`config.mk`:
```
export PLATFORM = sky130hd
export DESIGN_NAME = vr_vc_converter
export DESIGN_NICKNAME = d
export VERILOG_FILES = /design/src/rtl/vr_vc_converter.sv
export SDC_FILE = /design/constraint.sdc
export NUM_CORES = 1
export LEC_CHECK = 0
export CORE_MARGIN = 8
export CORE_UTILIZATION = 36
export DETAILED_ROUTE_END_ITERATION = 10
export GPL_ROUTABILITY_DRIVEN = 0
export PLACE_DENSITY = 0.82
export SLEW_MARGIN = 20
export SYNTH_ARGS = -nofsm -noshare
export SYNTH_HDL_FRONTEND = slang
export SYNTH_SLANG_ARGS = --single-unit
export TNS_END_PERCENT = 50
```
`constraint.sdc`:
```
create_clock -name clk -period 1.15 [get_ports clk]
set_input_delay 0.115 -clock clk [delete_from_list [all_inputs] [get_ports clk]]
set_output_delay 0.115 -clock clk [all_outputs]
set_load 0.05 [all_outputs]
```
`src/rtl/vr_vc_converter.sv`:
```
// vr_vc_converter
//   Sender end of a credit link. Takes a valid/ready stream from upstream and
//   drives a valid/credit stream downstream. A credit counter tracks how many
//   free slots the downstream receiver's buffer still has.
//
//   Ports
//     clk, rst       clock and synchronous active-high reset
//     s_data_i       upstream payload
//     s_valid_i      upstream valid
//     s_ready_o      upstream ready; asserted only while a credit is held
//     m_data_o       downstream payload (registered, held between beats)
//     m_valid_o      downstream valid (registered, one cycle per beat)
//     m_credit_i     credit return; each cycle it is high returns one credit
//     credit_cnt_o   current credit count, for debug
//     idle_o         all credits are home and no beat is in flight
//     credit_err_o   sticky flag; set when a credit arrives with the counter full
module vr_vc_converter #(
    parameter int DATA_WIDTH = 8,
    parameter int CREDIT_NUM = 2,
    localparam int CW = $clog2(CREDIT_NUM + 1)
) (
    input  logic                  clk,
    input  logic                  rst,
    input  logic [DATA_WIDTH-1:0] s_data_i,
    input  logic                  s_valid_i,
    output logic                  s_ready_o,
    output logic [DATA_WIDTH-1:0] m_data_o,
    output logic                  m_valid_o,
    input  logic                  m_credit_i,
    output logic [CW-1:0]         credit_cnt_o,
    output logic                  idle_o,
    output logic                  credit_err_o
);

    localparam logic [CW-1:0] CNT_MAX = CW'(CREDIT_NUM);

    logic [CW-1:0]         cnt_q, cnt_d;
    logic                  m_valid_q, m_valid_d;
    logic [DATA_WIDTH-1:0] m_data_q, m_data_d;
    logic                  err_q, err_d;
    logic                  acc;

    // Ready decodes the counter register only, so upstream never sees a
    // combinational path from the credit return or its own valid.
    assign s_ready_o = (cnt_q != '0);
    assign acc       = s_valid_i && s_ready_o;

    always_comb begin
        cnt_d     = cnt_q;
        m_valid_d = acc;
        m_data_d  = m_data_q;
        err_d     = err_q;

        if (acc) begin
            m_data_d = s_data_i;
        end

        // Credit and accept in the same cycle cancel. A credit with the
        // counter already full and nothing leaving is an overflow: the count
        // saturates and the error flag sticks until reset.
        if (m_credit_i && !acc) begin
            if (cnt_q == CNT_MAX) begin
                err_d = 1'b1;
            end else begin
                cnt_d = cnt_q + 1'b1;
            end
        end else if (!m_credit_i && acc) begin
            cnt_d = cnt_q - 1'b1;
        end
    end

    always_ff @(posedge clk) begin
        if (rst) begin
            cnt_q     <= '0;
            m_valid_q <= 1'b0;
            m_data_q  <= '0;
            err_q     <= 1'b0;
        end else begin
            cnt_q     <= cnt_d;
            m_valid_q <= m_valid_d;
            m_data_q  <= m_data_d;
            err_q     <= err_d;
        end
    end

    assign m_valid_o    = m_valid_q;
    assign m_data_o     = m_data_q;
    assign credit_cnt_o = cnt_q;
    assign credit_err_o = err_q;
    assign idle_o       = (cnt_q == CNT_MAX) && !m_valid_q;

endmodule

```
# After elaboration in Yosys (flattened, before gate mapping)
# Cells that the tools add are included.
[classes] n_eq_ne=2 addsub=2 muxes=3 reduce_logical=11
[ops] cell="2-bit two-way mux" n=3
[ops] cell="1-bit logical AND" n=4
[ops] cell="2-bit AND reduction" n=2
[ops] cell="2-bit nonzero test" n=2
[ops] cell="1-bit logical NOT" n=3
[ops] cell="2-bit by 1-bit adder with 2-bit output (second input constant)" n=1
[ops] cell="2-bit equality test (second input constant)" n=1
[ops] cell="2-bit inequality test (second input constant)" n=1
[ops] cell="2-bit by 1-bit subtractor with 2-bit output (second input constant)" n=1
[totals] inputBits=12 word_cells=22 output_inout_bits=14 ff_bits=12

# Longest topological paths before layout
# Gate-level depths: netlist of run 1.
[logic_depth] depth_word=6 mapped_depth=5 depth_no_buf=3

# Worst setup path before layout of run 1
# No wires, ideal clock.
[synth_path] path_kind="register to output" startpoint="register cnt_q[1] (netlist: credit_cnt_o[1])" endpoint="output port idle_o" arrival_time_ns=1.983 path_slack_ns=-0.948 path_buffers=1 required_ns=1.035 path_stages_with_launch=3 path_cell_list="dfxtp_1 -> buf_6 -> nor3b_1"
[synth_via] elab_chain_cells=2
[synth_lines] element="from (decl)" line="37" rtl="logic [CW-1:0] cnt_q, cnt_d;"
[synth_lines] element="from (signal assigned)" line="79" rtl="cnt_q <= cnt_d;"
[synth_lines] element="2-bit equality test" line="90" rtl="assign idle_o = (cnt_q == CNT_MAX) && !m_valid_q;"
[synth_lines] element="1-bit logical AND" line="90"
[synth_lines] element="to (decl)" line="31" rtl="output logic idle_o,"
# Every way passes these cells.

# Final worst setup path of run 1
# Ends and elaborated chain as after synthesis.

==> results of run 1 <==
per-stage QoR:
stage               utilization, %  hold slack [ps]
floorplan                        -              184
global placement              70.6              523
detailed placement            70.6              545
CTS                           77.1              463
global route                  77.1              474
finish                        77.1              459
cells in the final DEF, fill, tap and decap left out, drive strengths merged:
| cell type | n |
|---|---|
| buf | 22 |
| dfxtp | 12 |
| a21oi | 3 |
| or2 | 1 |
| nor3 | 1 |
| nand2b | 1 |
| mux2i | 9 |
| a31oi | 1 |
| clkdlybuf4s50 | 11 |
| nor2b | 1 |
| xor2 | 1 |
| o21ai | 1 |
| nand2 | 1 |
| nor3b | 1 |
| nor2 | 11 |
| clkbuf | 4 |
| inv | 1 |
| o21a | 1 |
synthesized netlist by cell type:
library cell / n / area share, %
or2_2: 1 / 1.3
nor3b_1: 1 / 1.6
nor2b_1: 1 / 1.3
nand2b_1: 1 / 1.3
o21a_1: 1 / 1.6
xor2_1: 1 / 1.8
a31oi_1: 1 / 1.3
nand2_1: 1 / 0.78
clkbuf_1: 1 / 0.78
buf_6: 2 / 4.7
o21ai_2: 1 / 1.8
mux2i_1: 9 / 19
nor2_1: 11 / 8.5
dfxtp_1: 12 / 50
inv_1: 1 / 0.78
a21oi_1: 3 / 3.1
nor3_1: 1 / 1.0
logic make-up after synthesis:
family,after synthesis
and+or+nand+nor,17
DFF,12
muxes,9
AOI/OAI and AO/OA,6
buffers and inverters,4
xor gates and xnor gates,1
metal layers:
metal / share of wire (%) / global-route usage [%] / up-vias
met1: 38 / 10.8 / 221
met4: 2.2 / 6.47 / 0
met5: 0 / 0 / -
li1: - / - / 230
met3: 11 / 5.11 / 4
met2: 49 / 17.8 / 21
flip-flops by register name (all words and copies together), names as in the netlist:
register      cells
m_valid_o         1
m_data_o          8
credit_err_o      1
credit_cnt_o      2
path summary, 6_finish.rpt:
kind	startpoint	end	slack [ps]	cells after the start
min reg2reg	credit_err_o$_SDFFE_PP0P_	credit_err_o$_SDFFE_PP0P_	550	2
max	credit_cnt_o[1]$_SDFFE_PP0P_	idle_o	-110	3
min	s_data_i[7]	m_data_o[7]$_SDFFE_PP0P_	460	3
max reg2reg	credit_cnt_o[0]$_SDFFE_PP0P_	m_data_o[1]$_SDFFE_PP0P_	20	3
area by class of cell:
type                       instances  area [µm²]
multi-input combinational         33         234
timing repair buffer              33         453
fill                              94         294
inverter                           1        3.75
clock buffer                       4        36.3
sequential                        12         245
tap                               15        18.8
worst min-delay path: stages:
cell and delay [ps]:
clkdlybuf4s50_1 400, mux2i_1 120, nor2_1 50
power by group through the flow:
stage	combinational, mW	sequential, mW	clock [mW]
after floorplan	0.0907	0.537	0
after global placement	0.324	0.466	0
after detailed placement	0.329	0.467	0
after CTS	0.357	0.460	0.339
after global routing	0.373	0.463	0.354
final	0.355	0.460	0.332
timing repair:
action                     in CTS  in global routing
setup endpoints to repair      10                  9
resized for setup               6                  0
buffers inserted                3                  0
pin swaps                       2                  4
==> results.ini, run 1 <==
[drt]
via_per_inst = 4.86
first_pass_iters = 2
routed_wl_um = 1350
num_vias = 476
wire_per_inst_um = 13.7
drc = 0
detail-route-antenna-nets = 0
drt_iter0_drc = 8

[cells_and_area]
syn_to_final_growth_pct = 105
layout.nets = 96
stdcell_count = 98
finalInstanceArea_um2 = 991
drive_gt1_share_pct = 37.3
diodes = 0

[place]
place_inst = 91
pre_cts_ws_ps = -177
dp_hpwl_um = 1030
portBuffers = 25
placed_cell_area_um2 = 907

[floorplan]
die_w_um = 52.6
io_pins = 26
core.rowCount = 13
fp.dieArea_um2 = 2770
die_h_um = 52.6
core_um2 = 1280
start_util_pct = 37.6

[yosys]
synth_top_family_by_area = multiplexers
synth_compound_area_share_pct = 7.77
yosys.area_share.simple_pct = 15.8
yosysWarningCount = 0
syn_area_um2 = 483
ys_ff_latch = 12
avgSynthCellArea_um2 = 9.86
synthAdderAreaFrac_pct = 0
synth_xor_area_share_pct = 1.81
ys_types = 17
synth_mux_area_share_pct = 18.7
yosysSeqAreaShare_pct = 49.7
synth_cells = 49
synth_fp_nets = 61

[grt]
grt_pass1_vias = 536
track_usage_pct = 10.8
grt_max_degree = 11
antenna_found_initial = 0
overflow = 0
grt_pass1_wl_um = 2270

[setup_path]
slowest_stage = dfxtp_4
crit_arrival_ps = 1140
critical-path-max-stage-delay_ps = 370
critPathMaxFanout = 3
worstPathRequired_ps = 1030
worstPathCellList = buf_6 -> nor3b_4 -> buf_12
crit_family = flip-flops
end_kind = primary output
crit_buf_inv = 2
cp-start-kind = register
path_class = register to primary output

[clock_tree]
cts_num_sinks = 12
worstSkewPairLatency_ps = 270
cts_inserted_buffers = 3
cts.clk_slew.worst_paths_ps = 80
htreeDepth = 1
clk_root_buffer_cell = clkbuf_4
ctsHoldBuffers = 0
clk_path_buf_depth = 2
cts_tree = yes

[sta]
clock.fmax_mhz = 794
slew_headroom_pct = 74.9
worst_slack_ps = -109
finalMaxSlewViolations = 0
finalCritPeriodShare_pct = 110
skew_ps = 2.92
rsz0062_at_grt = yes
fin_tns_setup_ps = -219
finalSetupViolCount = 3
worst_pin_slew_ps = 375
hold_violations = 0
fin_crit_ps = 1260

[pwr]
internal_power_uw = 815
swShare_pct = 28.9
peakVddDrop_mv = 0.880
pwr-share-clk_pct = 28.9
p_per_area_nw_per_um2 = 1160
p_leak_nw = 0.445
p_total_mw = 1.15
p_sw_uw = 332
p_comb_share_pct = 31.0
seqPwrFrac_pct = 40.1

[min_path]
hold_class = input pin to register

[outcome]
outcome = finished with violations
violations = negative setup slack

[run]
cap_violations = 0

Note: power is estimated with default switching activity, not from simulation.
==> run 2: changes to the inputs <==
==> constraint.sdc (replaced) <==
create_clock -name clk -period 1.4 [get_ports clk]
set_input_delay 0.14 -clock clk [delete_from_list [all_inputs] [get_ports clk]]
set_output_delay 0.14 -clock clk [all_outputs]
set_load 0.05 [all_outputs]
==> results.ini, run 2 (synthesized netlist as in run 1, its figures left out) <==
[grt]
grt_pass1_vias = 476
antenna_found_initial = 0
overflow = 0
grt_max_degree = 10
grt_pass1_wl_um = 1950
track_usage_pct = 8.92

[cells_and_area]
layout.nets = 91
final_cell_mix = buf_4, nor2_1, dfxtp_1, clkdlybuf4s50_1, mux2i_1
drive_gt1_share_pct = 32.1
largest_register_ffs = 8
nFillCells = 107
syn_to_final_growth_pct = 71.2
final_common_cell = buf_4
diodes = 0

[min_path]
hold_class = register to register

[sta]
hold_violations = 0
fin_crit_ps = 1300
finalMaxSlewViolations = 0
clock.fmax_mhz = 771
worst_pin_slew_ps = 557
worst_slack_ps = 103
finalCritPeriodShare_pct = 92.7
skew_ps = 1.25
fin_tns_setup_ps = 0
finalSetupViolCount = 0
rsz0062_at_grt = no
slew_headroom_pct = 62.9

[pwr]
p_per_area_nw_per_um2 = 1060
swShare_pct = 28.3
internal_power_uw = 629
p_comb_share_pct = 27.9
p_sw_uw = 249
pwr-share-clk_pct = 30.0
seqPwrFrac_pct = 42.1
peakVddDrop_mv = 0.769
p_leak_nw = 0.393

[setup_path]
cp-start-kind = register
path_class = register to primary output
crit_family = flip-flops
critical-path-max-stage-delay_ps = 340
crit_arrival_ps = 1160
critPathMaxFanout = 9
crit_buf_inv = 2
worstPathCellList = buf_4 -> nor3b_4 -> buf_12
worstPathRequired_ps = 1260
end_kind = primary output
slowest_stage = dfxtp_2

[clock_tree]
cts_tree = yes
htreeDepth = 1
cts_inserted_buffers = 3
clk_root_buffer_cell = clkbuf_4
clk_path_buf_depth = 2
worstSkewPairLatency_ps = 260
cts.clk_slew.worst_paths_ps = 70
cts_setup_buffers = 0
cts_num_sinks = 12

[place]
pre_cts_ws_ps = 25.7
dp_hpwl_um = 917
portBuffers = 25

[outcome]
outcome = finished, final reports clean

[floorplan]
core_um2 = 1280
start_util_pct = 37.6
fp.dieArea_um2 = 2770
die_w_um = 52.6
core.rowCount = 13
io_pins = 26
die_h_um = 52.6

[drt]
routed_wl_um = 1120
detail-route-antenna-nets = 0
drt_iter0_drc = 2
drc = 0
via_per_inst = 4.69
wire_per_inst_um = 12.0
num_vias = 436
first_pass_iters = 4

[run]
cap_violations = 0

run 2: per-stage QoR:
| stage | power, mW | hold slack (ps) | utilization, % | std cells | area, µm² |
|---|---|---|---|---|---|
| after CTS | 0.886 | 476 | 64.2 | 93 | 825 |
| final | 0.878 | 475 | 64.4 | 93 | 827 |
| after global routing | 0.922 | 475 | 64.4 | 93 | 827 |
| after global placement | 0.619 | 460 | 61.3 | 89 | 788 |
| after floorplan | 0.516 | 212 | - | 49 | 495 |
| after detailed placement | 0.623 | 464 | 61.3 | 89 | 788 |
run 2: path summary, 6_finish.rpt:
| path | start | to | slack [ps] | cells past startpoint |
|---|---|---|---|---|
| setup / recovery | credit_cnt_o[1]$_SDFFE_PP0P_ | idle_o | 100 | 3 |
| hold / removal | credit_err_o$_SDFFE_PP0P_ | credit_err_o$_SDFFE_PP0P_ | 480 | 2 |
| setup reg to reg | credit_cnt_o[1]$_SDFFE_PP0P_ | m_data_o[4]$_SDFFE_PP0P_ | 160 | 3 |
| hold reg to reg | credit_err_o$_SDFFE_PP0P_ | credit_err_o$_SDFFE_PP0P_ | 480 | 2 |
run 2: metal layers:
| metal | part of all wire [%] | up-vias | track usage, % |
|---|---|---|---|
| met5 | 0 | - | 0 |
| met4 | 1.1 | 0 | 3.88 |
| met3 | 9.4 | 3 | 3.13 |
| met2 | 44 | 22 | 14.2 |
| met1 | 46 | 191 | 10.4 |
| li1 | - | 220 | - |
run 2: what timing repair did:
| action | CTS | global route |
|---|---|---|
| gates resized for setup | 0 | 1 |
| hold buffers | 0 | 0 |
| setup endpoints to repair | 0 | 1 |
run 2: layout make-up:
type                       instances  area [µm²]  share of cell area, %
inverter                           1        3.75                  0.454
multi-input combinational         33         226                   27.4
tap                               15        18.8                   2.27
timing repair buffer              28         300                   36.3
sequential                        12         241                   29.2
clock buffer                       4        36.3                   4.39
run 2: tightest hold or removal path, delay by kind of cell (launching register included):
kind	cells	cell delay, ps
DFF	1	330
and+or+nand+nor	1	70
AOI/OAI and AO/OA	1	50
run 2: power groups by stage:
| stage | sequential, mW | combinational [mW] | clock [mW] |
|---|---|---|---|
| floorplan | 0.441 | 0.0744 | 0 |
| global placement | 0.377 | 0.242 | 0 |
| detailed placement | 0.378 | 0.245 | 0 |
| CTS | 0.370 | 0.246 | 0.270 |
| global route | 0.373 | 0.258 | 0.291 |
| finish | 0.370 | 0.245 | 0.263 |
